**config.mk**
```make
export PLATFORM = sky130hd
export DESIGN_NAME = uart_tx_scheduler
export DESIGN_NICKNAME = d
export VERILOG_FILES = /design/src/rtl/uart_sched_pkg.sv /design/src/rtl/uart_tx_scheduler_tick_divider.sv /design/src/rtl/uart_tx_scheduler.sv
export SDC_FILE = /design/constraint.sdc
export NUM_CORES = 1
export LEC_CHECK = 0
export ABC_AREA = 1
export ABC_CLOCK_PERIOD_IN_PS = 1800
export CORE_ASPECT_RATIO = 0.5
export CORE_UTILIZATION = 57
export DETAILED_ROUTE_END_ITERATION = 8
export DONT_BUFFER_PORTS = 1
export GPL_TIMING_DRIVEN = 0
export PLACE_DENSITY = 0.75
export SYNTH_ARGS = -nofsm -noshare
export SYNTH_HDL_FRONTEND = slang
export SYNTH_HIERARCHICAL = 1
export SYNTH_SLANG_ARGS = --single-unit
```
**constraint.sdc**
```tcl
create_clock -name SystemClock -period 1.8 [get_ports SystemClock]
set_input_delay 0.36 -clock SystemClock [delete_from_list [all_inputs] [get_ports SystemClock]]
set_output_delay 0.36 -clock SystemClock [all_outputs]
set_load 0.05 [all_outputs]
```
**src/rtl/uart_sched_pkg.sv**
```systemverilog
// uart_sched_pkg: shared state encoding and default timing constants for the UART transmit scheduler
package uart_sched_pkg;
  typedef enum logic [1:0] {IDLE, SEND, FRAME, GAP} state_e;
  localparam int DIV_DEFAULT = 326;
  localparam int FRAME_TICKS_DEFAULT = 160;
  localparam int SEND_HOLD_DEFAULT = 2;
  localparam int GAP_TICKS_DEFAULT = 16;
endpackage

```
**src/rtl/uart_tx_scheduler_tick_divider.sv**
```systemverilog
// tick_divider: free-running divider producing a single-cycle 16x tick every DIV clocks
module tick_divider
  import uart_sched_pkg::*;
#(
  parameter int DIV = DIV_DEFAULT
) (
  input  logic SystemClock,
  input  logic Reset,
  output logic Tick
);
  localparam int W = DIV > 1 ? $clog2(DIV) : 1;
  localparam logic [W-1:0] TERM = W'(DIV - 1);
  logic [W-1:0] cnt_q, cnt_d;
  assign Tick = cnt_q == TERM;
  always_comb cnt_d = Tick ? '0 : cnt_q + 1'b1;
  always_ff @(posedge SystemClock) cnt_q <= Reset ? '0 : cnt_d;
endmodule

```
**src/rtl/uart_tx_scheduler.sv**
```systemverilog
// uart_tx_scheduler: round-robin sharing of one RS232 transmitter, pacing each grant by a frame plus gap
module uart_tx_scheduler
  import uart_sched_pkg::*;
#(
  parameter int N_REQ = 4,
  parameter int DIV = DIV_DEFAULT,
  parameter int SEND_HOLD = SEND_HOLD_DEFAULT,
  parameter int FRAME_TICKS = FRAME_TICKS_DEFAULT,
  parameter int GAP_TICKS = GAP_TICKS_DEFAULT
) (
  input  logic               SystemClock,
  input  logic               Reset,
  input  logic [N_REQ-1:0]   Req,
  input  logic [8*N_REQ-1:0] ReqData,
  output logic [N_REQ-1:0]   Grant,
  output logic [7:0]         TxData,
  output logic               TxSend,
  output logic               Busy,
  output logic               Tick
);
  localparam int TMAX_A = SEND_HOLD > FRAME_TICKS ? SEND_HOLD : FRAME_TICKS;
  localparam int TMAX = TMAX_A > GAP_TICKS ? TMAX_A : GAP_TICKS;
  localparam int TW = $clog2(TMAX + 1);
  localparam int LW = $clog2(N_REQ);
  localparam logic [TW-1:0] SH = TW'(SEND_HOLD);
  localparam logic [TW-1:0] FT = TW'(FRAME_TICKS);
  localparam logic [TW-1:0] GT = TW'(GAP_TICKS);
  localparam logic [LW-1:0] LAST_RST = LW'(N_REQ - 1);
  state_e state_q, state_d;
  logic [TW-1:0] tcnt_q, tcnt_d, tcnt_inc;
  logic [LW-1:0] last_q, last_d, win;
  logic found;
  logic [N_REQ-1:0] grant_q, grant_d;
  logic [7:0] tx_data_q, tx_data_d;
  logic tx_send_q, tx_send_d;
  tick_divider #(.DIV(DIV)) u_div (
    .SystemClock(SystemClock),
    .Reset(Reset),
    .Tick(Tick)
  );
  assign tcnt_inc = tcnt_q + 1'b1;
  // Scan farthest-first so the nearest requester after last overwrites earlier hits.
  always_comb begin
    win = last_q;
    found = 1'b0;
    for (int i = N_REQ; i >= 1; i--) begin
      if (Req[(int'(last_q) + i) % N_REQ]) begin
        win = LW'((int'(last_q) + i) % N_REQ);
        found = 1'b1;
      end
    end
  end
  always_comb begin
    state_d = state_q;
    tcnt_d = Tick ? tcnt_inc : tcnt_q;
    last_d = last_q;
    grant_d = '0;
    tx_data_d = tx_data_q;
    tx_send_d = tx_send_q;
    case (state_q)
      IDLE: begin
        tcnt_d = '0;
        if (found) begin
          state_d = SEND;
          last_d = win;
          grant_d = N_REQ'(1) << win;
          tx_data_d = ReqData[{win, 3'b000} +: 8];
          tx_send_d = 1'b1;
        end
      end
      SEND: if (Tick && tcnt_inc == SH) begin
        state_d = FRAME;
        tcnt_d = '0;
        tx_send_d = 1'b0;
      end
      FRAME: if (Tick && tcnt_inc == FT) begin
        state_d = GAP_TICKS == 0 ? IDLE : GAP;
        tcnt_d = '0;
      end
      default: if (Tick && tcnt_inc == GT) begin
        state_d = IDLE;
        tcnt_d = '0;
      end
    endcase
  end
  always_ff @(posedge SystemClock) begin
    if (Reset) begin
      state_q <= IDLE;
      tcnt_q <= '0;
      last_q <= LAST_RST;
      grant_q <= '0;
      tx_data_q <= '0;
      tx_send_q <= 1'b0;
    end else begin
      state_q <= state_d;
      tcnt_q <= tcnt_d;
      last_q <= last_d;
      grant_q <= grant_d;
      tx_data_q <= tx_data_d;
      tx_send_q <= tx_send_d;
    end
  end
  // Reset masks the strobe combinationally so the transmitter never sees a stale Send.
  assign TxSend = tx_send_q & ~Reset;
  assign Grant = grant_q;
  assign TxData = tx_data_q;
  assign Busy = state_q != IDLE;
endmodule

```
* After elaboration in Yosys (flattened, before gate mapping)
Cells that the tools add are included.
** Storage, ports and cells
- Register bits :: 34
- Bits in latches :: 0
- Memory bits (writable) :: 0
- Bits in read-only memories :: 0
- Bits of input ports :: 38
- Output and inout port bits :: 15
- Word-level logic and storage cells :: 85
- Memories :: 0
** Cells by class
- Add/sub/neg operators :: 6
- $mul :: 0
- Div/mod/pow operators :: 0
- $lt $le $gt $ge :: 4
- Eq/ne operators :: 9
- Shift operators :: 2
- Multiplexer cells :: 33
- Bitwise gates (word level) :: 8
- Reductions and logical operators :: 16
** Operators by type and width (count)
- 2-to-1 mux 8 bit :: 4
- variable part select 32 x 6 -> 8 bit :: 1
- case mux 8 bit (3 select lines) :: 1
- less-than comparator 3 x 4 -> 1 bit (second input constant) :: 4
- 2-to-1 mux 2 bit :: 8
- 2-to-1 mux 1 bit :: 14
- OR reduction 2 bit :: 5
- adder 9 x 1 -> 9 bit (second input constant) :: 1
- equality test 9 bit (second input constant) :: 1
- adder 8 x 1 -> 8 bit (second input constant) :: 1
- binary-select mux 1 bit (select 2 bit) :: 4
- equality test 8 x 2 -> 1 bit (second input constant) :: 1
- equality test 8 x 5 -> 1 bit (second input constant) :: 1
- equality test 8 bit (second input constant) :: 1
- inequality test 2 bit (second input constant) :: 3
- case mux 2 bit (3 select lines) :: 1
- adder 2 x 1 -> 2 bit (second input constant) :: 2
- adder 2 bit (second input constant) :: 2
- bitwise AND 1 bit (first input constant) :: 4
- AND reduction 4 bit :: 1
- nonzero test 2 bit :: 2
- nonzero test 4 bit :: 1
- << shifter 1 x 2 -> 4 bit (first input constant) :: 1
- logical AND 1 bit :: 3
- other kinds (9) :: 11

* Logic depth before layout (Yosys ltp)
Gate-level depths: netlist of run 1.
- Depth after elaboration :: 12
- Gate-level depth with buffers :: 17
- Depth with buffers taken out :: 15

* By module
The synthesis of run 1 kept the hierarchy.
** By module, submodules not included
- uart_tx_scheduler :: times used 1, cells an instance 299, area each 1929.4 um2, sequential area each 500.5 um2
- tick_divider :: times used 1, cells an instance 67, area each 457.9 um2, sequential area each 180.2 um2

* Worst setup path after synthesis of run 1
Ideal clock, no wire load.
- Path kind :: register to register
- From :: reg u_div.cnt_q[0]
- To :: reg state_q[0]
- Setup time :: 0.113 ns
- Data arrival time :: 1.972 ns
- Required time :: 1.687 ns
- Path slack :: -0.284 ns
- Stages on the path, launching flop included :: 15
- Buffers on the path :: 0
- Period minus slack after synthesis :: 2.084 ns
- Cell sequence :: dfxtp_1 > ha_1 > nand2_1 > nor2_1 > nand2_2 > inv_1 > nand3_1 > nor2_1 > nand3_1 > nand2_1 > nand2_1 > nor2_2 > nand2_1 > nand2_1 > nor2_1
** Between the ends
- Cells in the longest elaborated chain, start to end :: 4
- Elaborated cells between the ends (all ways) :: 8
- Classes of those cells :: 3 x eq/ne; 5 x reduce/logical
** RTL lines
- from (decl) :: line uart_tx_scheduler_tick_divider.sv:13 : logic [W-1:0] cnt_q, cnt_d;
- from (signal assigned) :: line uart_tx_scheduler_tick_divider.sv:16 : always_ff @(posedge SystemClock) cnt_q <= Reset ? '0 : cnt_d;
- equality test 9 bit * :: line uart_tx_scheduler_tick_divider.sv:14 : assign Tick = cnt_q == TERM;
- via Tick :: line uart_tx_scheduler.sv:19 : output logic Tick
- logical AND 1 bit (on tied branches) :: line uart_tx_scheduler.sv:80, uart_tx_scheduler.sv:76, uart_tx_scheduler.sv:71
- nonzero test 4 bit (no source line) or inequality test 2 bit (tied branches)
- AND reduction 4 bit (no source line) *
- to (signal assigned) :: line uart_tx_scheduler.sv:95 : state_q <= state_d;
- to (decl) :: line uart_tx_scheduler.sv:29 : state_e state_q, state_d;
Mark *: on every way through the listed nets, which the timed path passes. The rest lies on a longest branch.
A chain may end at the register's enable or synchronous reset.

* Worst setup path in the final report of run 1
- From :: reg u_div.cnt_q[1]
- To :: reg state_q[0]
The elaborated chain is that of the path after synthesis.

==> impl_metrics.py, run 1 <==
metrics = {
    "outcome": {
        "outcome": "finished, violations left",
        "failed_checks": "setup timing",
    },
    "synth": {
        "synth_cells": 366,
        "synth_area_um2": 2390,
        "synth_top_area_cell": "dfxtp_1",
        "ys_top_cells_by_area": "dfxtp_1 (29%), nand2_1 (19%), inv_1 (7.5%), nand3_1 (6.7%), nor2_1 (5.3%)",
        "ys_top_cells_by_count": "nand2_1 (120), inv_1 (48), dfxtp_1 (34), nor2_1 (34), nand3_1 (32)",
        "async_flop_share_pct": 0,
        "yosysMostFrequentCell": "nand2_1",
        "synthFlopType": "dfxtp_1",
        "ys_ff_latch": 34,
        "synth-edff-count": 0,
        "synth.distinct_cells": 33,
        "syn_nets": 413,
        "synth_top_area_share_pct": 28.5,
        "synth.avg_cell_area_um2": 6.52,
        "ys_seq_area_share_pct": 28.5,
        "ys_warn_count": 6,
    },
    "detailed_routing": {
        "first_iter_violations": 94,
        "final_antenna_net_count": 0,
        "firstDrtPassIters": 5,
        "drc": 0,
        "post_drt_wl_per_cell_um": 13.8,
        "drt_wl_total_mm": 6.20,
        "via_count": 2385,
        "routed_via_density": 5.30,
    },
    "layout": {
        "multi_input_area_um2": 1690,
        "diodes": 0,
        "drive_above_1_share_pct": 30.3,
        "finalInstanceArea_um2": 3070,
        "ff_latch_area_um2": 692,
        "post-route-util_pct": 77.4,
        "fin_nets": 442,
        "fillers": 278,
        "instances_no_fill": 450,
        "syn2layout_area_growth_pct": 28.5,
    },
    "timing": {
        "finalCritPeriodShare_pct": 112,
        "finalHoldViolCount": 0,
        "rsz0062_at_grt": "true",
        "max_slew_margin_pct": 64.0,
        "clock.fmax_mhz": 496,
        "fin_worst_hold_slack_ns": 0.255,
        "tightest_slew_ns": 0.539,
        "finalWorstSetupSlack_ns": -0.216,
        "slew_violations": 0,
        "period_needed_ns": 2.02,
        "fin_skew_ns": 0.00923,
        "setup_viol": 15,
    },
    "critical_path": {
        "r2r_cells": 15,
        "endpoint_kind": "flip-flop",
        "crit_slowest_cell": "dfxtp_2",
        "cp.required_ns": 2.00,
        "cp_top_family": "simple AND/OR/NAND/NOR gates",
        "critPathBufInv": 2,
        "crit_top_cell": "nand2_2",
        "start_kind": "flip-flop",
        "crit_fanout": 5,
        "worstPathCellList": "inv_2 -> ha_4 -> nand2_2 -> nor2_2 -> nand2_2 -> clkinvlp_4 -> nand3_4 -> nor2_1 -> nand4_1 -> nand2_2 -> nand2_2 -> nor2_4 -> nand2_1 -> nand2_1 -> nor2_1",
        "arrival_ns": 2.21,
        "crit_type": "flip-flop to flip-flop",
        "critical_path_depth": 15,
        "slowest_delay_ns": 0.33,
    },
    "place": {
        "place.gp.congestion": 0.833,
        "port_buffers": 0,
        "placed_cells": 420,
        "place_area_um2": 2460,
        "dp_worst_setup_slack_ns": -0.263,
        "hpwl_mm": 3.65,
    },
    "cts": {
        "clk_pin_slew_ns": 0.08,
        "clk_latency_ns": 0.29,
        "h-tree-depth": 2,
        "postCtsHoldBufs": 0,
        "cts.sinks": 34,
        "cts_buffer_depth": 2,
        "root_buffer": "clkbuf_8",
        "cts-buffers-inserted": 5,
        "cts_tree": "built",
    },
    "die": {
        "pin_count": 53,
        "die-area_um2": 4470,
        "core_um2": 3960,
        "fp.dieH_um": 47.8,
        "dieWidth_um": 93.5,
        "rows": 16,
        "initial_core_util_pct": 60.2,
    },
    "grt": {
        "grt_antenna_before_repair": 0,
        "grt_max_degree": 13,
        "grt_overflow_total": 0,
        "grt_usage_pct": 23.7,
        "grt_pass1_vias": 1898,
        "grt_pass1_wl_mm": 8.02,
    },
    "min_path": {
        "holdCritPathClass": "input pin to flip-flop",
        "hold_path_depth": 3,
    },
    "power_and_ir_drop": {
        "power-per-cell-area_nw_per_um2": 1710,
        "leakagePower_nw": 1.36,
        "vdd_drop_max_mv": 1.36,
    },
    "run": {
        "cap_viol_max_count": 0,
    },
}
==> layout by cell type, fill, tap and decap left out, types with 4 or more instances in the layout <==
master,n
nand2_1,102
inv_1,44
nor2_1,31
dfxtp_1,27
nand3_1,24
nand2_2,19
nand2_4,16
buf_4,16
nand3b_1,16
o21ai_0,9
nand3_2,6
buf_6,6
ha_1,6
dfxtp_2,6
inv_2,5
nor2_2,5
a21oi_1,5
clkbuf_8,5
clkinvlp_4,4
nand4_1,4
nor2_4,4
==> final timing paths <==
check	startpoint	slack (ns)	end
setup / recovery	u_div/cnt_q[1]$_SDFF_PP0_	-0.22	state_q[0]$_SDFFE_PP0P_
hold / removal	Reset	0.25	TxData[7]$_SDFFE_PP0N_
setup reg to reg	u_div/cnt_q[1]$_SDFF_PP0_	-0.22	state_q[0]$_SDFFE_PP0P_
hold reg to reg	tx_send_q$_SDFFE_PP0P_	0.49	tx_send_q$_SDFFE_PP0P_
==> area by class of cell <==
type / instances / area share (%)
multi-input cells: 272 / 55.2
clock inverters: 3 / 1.47
clock buffers: 5 / 2.24
plain buffers: 7 / 2.61
well taps: 54 / 2.20
inverters: 54 / 7.42
repair buffers: 21 / 6.32
flip-flops and latches: 34 / 22.6
==> report_power, final <==
part           internal (mW)  total, mW  leakage [nW]  switching, mW
clock                  0.412      0.722        0.0504          0.310
sequential             0.897       1.30         0.279          0.407
combinational           1.35       3.22          1.03           1.87
total                   2.66       5.25          1.36           2.59
==> sequential cells by signal, indices dropped and copies added, names as in the netlist <==
register	flops
state_q	2
Grant	4
tx_send_q	1
tcnt_q	8
u_div/cnt_q	9
last_q	2
TxData	8
==> routing by layer <==
| metal | track usage, % | share of wire, % | vias up |
|---|---|---|---|
| li1 | - | - | 1192 |
| met3 | 6.19 | 6.1 | 8 |
| met1 | 29.1 | 44 | 1090 |
| met2 | 43.4 | 48 | 95 |
| met5 | 0 | 0 | - |
| met4 | 5.54 | 1.4 | 0 |
==> stage by stage <==
stage | power [mW] | setup TNS, ns
2_1_floorplan | 3.11 | 0
3_3_place_gp | 3.42 | -2.23
3_5_place_dp | 3.47 | -2.39
4_1_cts | 4.28 | -1.28
5_1_grt | 5.55 | -3.80
6_report | 5.25 | -1.88
==> timing repair <==
action | CTS | global route
resized for setup | 19 | 61
setup endpoints to repair | 12 | 22
gates cloned | 0 | 4
pin swaps | 11 | 21
buffers inserted | 6 | 14
==> kinds of logic (layout without fill, tap and decap cells) <==
family                   Yosys count  count (layout)  share of synthesized area [%]
flip-flops                        34              34                           28.5
AND/OR/NAND/NOR                  236             237                           47.3
adder cells (fa/ha/maj)            9               9                           4.72
buffers and inverters             61              90                           11.8
AO/OA/AOI/OAI                     21              21                           5.45
XOR/XNOR                           5               5                           2.15
==> worst min-delay path: stages <==
cell,delay [ns]
nor2_4,0.05
nand2_1,0.06
nand2_1,0.04
(Power assumes the default switching activity.)
==> run 2: changes to the inputs <==
--- a/config.mk
+++ b/config.mk
@@ -8,11 +8,11 @@
 export ABC_AREA = 1
 export ABC_CLOCK_PERIOD_IN_PS = 1800
 export CORE_ASPECT_RATIO = 0.5
-export CORE_UTILIZATION = 57
+export CORE_UTILIZATION = 55
 export DETAILED_ROUTE_END_ITERATION = 8
 export DONT_BUFFER_PORTS = 1
 export GPL_TIMING_DRIVEN = 0
-export PLACE_DENSITY = 0.75
+export PLACE_DENSITY = 0.73
 export SYNTH_ARGS = -nofsm -noshare
 export SYNTH_HDL_FRONTEND = slang
 export SYNTH_HIERARCHICAL = 1
==> run 2 against run 1 <==
Net effect: the run still ends with setup timing left; register-to-register slack improved by 0.06 ns; critical endpoint unchanged; first-iteration DRC count is 20% lower; highest routed layer unchanged; count of clock-buffer cells in the layout stayed put.
==> impl_metrics.py, run 2 (synthesis results as in run 1) <==
metrics = {
    "place": {
        "place.gp.congestion": 0.818,
        "hpwl_mm": 3.88,
        "port_buffers": 0,
        "placed_cells": 420,
    },
    "timing": {
        "finalWorstSetupSlack_ns": -0.160,
        "fin_worst_hold_slack_ns": 0.249,
        "fin_skew_ns": 0.00690,
        "period_needed_ns": 1.96,
        "max_slew_margin_pct": 64.0,
        "rsz0062_at_grt": "true",
        "clock.fmax_mhz": 510,
        "tightest_slew_ns": 0.539,
        "finalHoldViolCount": 0,
        "setup_viol": 17,
        "finalCritPeriodShare_pct": 109,
        "slew_violations": 0,
    },
    "critical_path": {
        "rrSetupSlack_ns": -0.16,
        "endpoint_kind": "flip-flop",
        "crit_slowest_cell": "dfxtp_2",
        "arrival_ns": 2.15,
        "r2r_cells": 15,
        "r2r-start": "u_div/cnt_q[1]$_SDFF_PP0_",
        "start_kind": "flip-flop",
        "crit_type": "flip-flop to flip-flop",
        "cp.required_ns": 1.99,
        "crit_top_cell": "nand2_2",
        "slowest_delay_ns": 0.34,
        "crit_fanout": 5,
        "worstPathCellList": "inv_2 -> ha_4 -> nand2_4 -> nor2_4 -> nand2_2 -> clkinvlp_4 -> nand3_4 -> nor2_2 -> nand4_1 -> nand2_2 -> nand2_2 -> nor2_4 -> nand2_1 -> nand2_1 -> nor2_1",
        "reg2reg_to": "state_q[0]$_SDFFE_PP0P_",
    },
    "run": {
        "cap_viol_max_count": 0,
    },
    "cts": {
        "cts-buffers-inserted": 5,
        "clk_pin_slew_ns": 0.08,
        "postCtsHoldBufs": 0,
        "cts_buffer_depth": 2,
        "h-tree-depth": 2,
        "cts_tree": "built",
        "root_buffer": "clkbuf_8",
        "cts.sinks": 34,
        "clk_latency_ns": 0.30,
    },
    "detailed_routing": {
        "drt_wl_total_mm": 6.05,
        "drc": 0,
        "routed_via_density": 5.23,
        "post_drt_wl_per_cell_um": 13.5,
        "first_iter_violations": 75,
        "firstDrtPassIters": 4,
        "via_count": 2343,
        "final_antenna_net_count": 0,
    },
    "layout": {
        "diodes": 0,
        "post-route-util_pct": 75.1,
        "fin_nets": 440,
        "syn2layout_area_growth_pct": 26.6,
        "fillers": 296,
        "final_common_cell": "nand2_1",
        "top_register": "u_div/cnt_q",
        "instances_no_fill": 448,
        "drive_above_1_share_pct": 30.5,
        "largest_reg_flops": 9,
        "layout_common_cells": "nand2_1 (105), inv_1 (43), dfxtp_1 (27)",
    },
    "grt": {
        "grt_usage_pct": 25.6,
        "grt_antenna_before_repair": 0,
        "grt_overflow_total": 0,
        "grt_pass1_wl_mm": 9.25,
        "grt_pass1_vias": 2194,
        "grt_max_degree": 13,
    },
    "min_path": {
        "worstHoldStart": "Reset",
        "hold_path_depth": 3,
        "holdCritPathClass": "input pin to flip-flop",
        "min_to": "TxData[7]$_SDFFE_PP0N_",
    },
    "power_and_ir_drop": {
        "vdd_drop_max_mv": 1.27,
        "p_total_mw": 5.12,
        "leakagePower_nw": 1.33,
        "power-per-cell-area_nw_per_um2": 1690,
    },
    "die": {
        "fp.dieH_um": 48.6,
        "pin_count": 53,
        "core_um2": 4020,
        "dieWidth_um": 95.2,
        "rows": 16,
        "die-area_um2": 4620,
        "initial_core_util_pct": 59.3,
    },
    "outcome": {
        "outcome": "finished, violations left",
        "failed_checks": "setup timing",
    },
}
[run 2: final cells by class]
cell class / count / area, µm² / share of cell area (%)
Buffer: 7 / 80.1 / 2.65
Tap cell: 54 / 67.6 / 2.24
Multi-Input combinational cell: 272 / 1670 / 55.1
Sequential cell: 34 / 692 / 22.9
Inverter: 54 / 230 / 7.62
Clock inverter: 3 / 45.0 / 1.49
Timing Repair Buffer: 19 / 173 / 5.71
Clock buffer: 5 / 68.8 / 2.28
[run 2: stage by stage]
stage / setup TNS (ns) / worst slack, ns / instance area [µm²]
after floorplan: 0 / 0.00612 / 2400
after global placement: -2.33 / -0.245 / 2460
after detailed placement: -2.76 / -0.290 / 2460
after CTS: -1.63 / -0.190 / 2670
after global routing: -4.13 / -0.340 / 3020
final: -1.58 / -0.160 / 3020
[run 2: where the power goes]
part | switching (mW) | internal [mW] | total [mW]
Clock | 0.317 | 0.412 | 0.729
Sequential | 0.395 | 0.897 | 1.29
Combinational | 1.82 | 1.29 | 3.10
[run 2: worst max-delay path by stage]
stage,cells past startpoint,slack (ns),start,end
floorplan,15,0.006,u_div/cnt_q[1]$_SDFF_PP0_,state_q[0]$_SDFFE_PP0P_
global placement,13,-0.25,u_div/cnt_q[1]$_SDFF_PP0_,tcnt_q[5]$_SDFF_PP0_
detailed placement,13,-0.29,u_div/cnt_q[1]$_SDFF_PP0_,tcnt_q[7]$_SDFF_PP0_
CTS,15,-0.19,u_div/cnt_q[1]$_SDFF_PP0_,state_q[0]$_SDFFE_PP0P_
global route,15,-0.34,u_div/cnt_q[1]$_SDFF_PP0_,state_q[0]$_SDFFE_PP0P_
finish,15,-0.16,u_div/cnt_q[1]$_SDFF_PP0_,state_q[0]$_SDFFE_PP0P_
[run 2: worst max-delay path: cells and delay by family (launching register included)]
family	cells	cell delay [ns]
DFF	1	0.34
adders and majority gates	1	0.13
buffers and inverters	2	0.33
and+or+nand+nor	12	1.06
[run 2: metal layers]
| metal | track usage (%) | vias to the layer above | part of all wire [%] |
|---|---|---|---|
| met5 | 0 | - | 0 |
| met4 | 10.1 | 0 | 0.94 |
| met3 | 6.29 | 6 | 4.7 |
| met2 | 46.3 | 75 | 53 |
| met1 | 28.8 | 1073 | 42 |
| li1 | - | 1189 | - |
[run 2: timing repair]
item                                    CTS  global route
resized for setup                        12            64
endpoints found under the setup margin   22            27
pin swaps                                11            21
setup buffers                            59            10
cloned                                    0             4
==> run 3: changes to the inputs <==
--- a/config.mk
+++ b/config.mk
@@ -13,6 +13,7 @@
 export DONT_BUFFER_PORTS = 1
 export GPL_TIMING_DRIVEN = 0
 export PLACE_DENSITY = 0.73
+export SLEW_MARGIN = 15
 export SYNTH_ARGS = -nofsm -noshare
 export SYNTH_HDL_FRONTEND = slang
 export SYNTH_HIERARCHICAL = 1
==> results of run 3 <==
Final layout, timing and power as in run 2 (identical DEF).
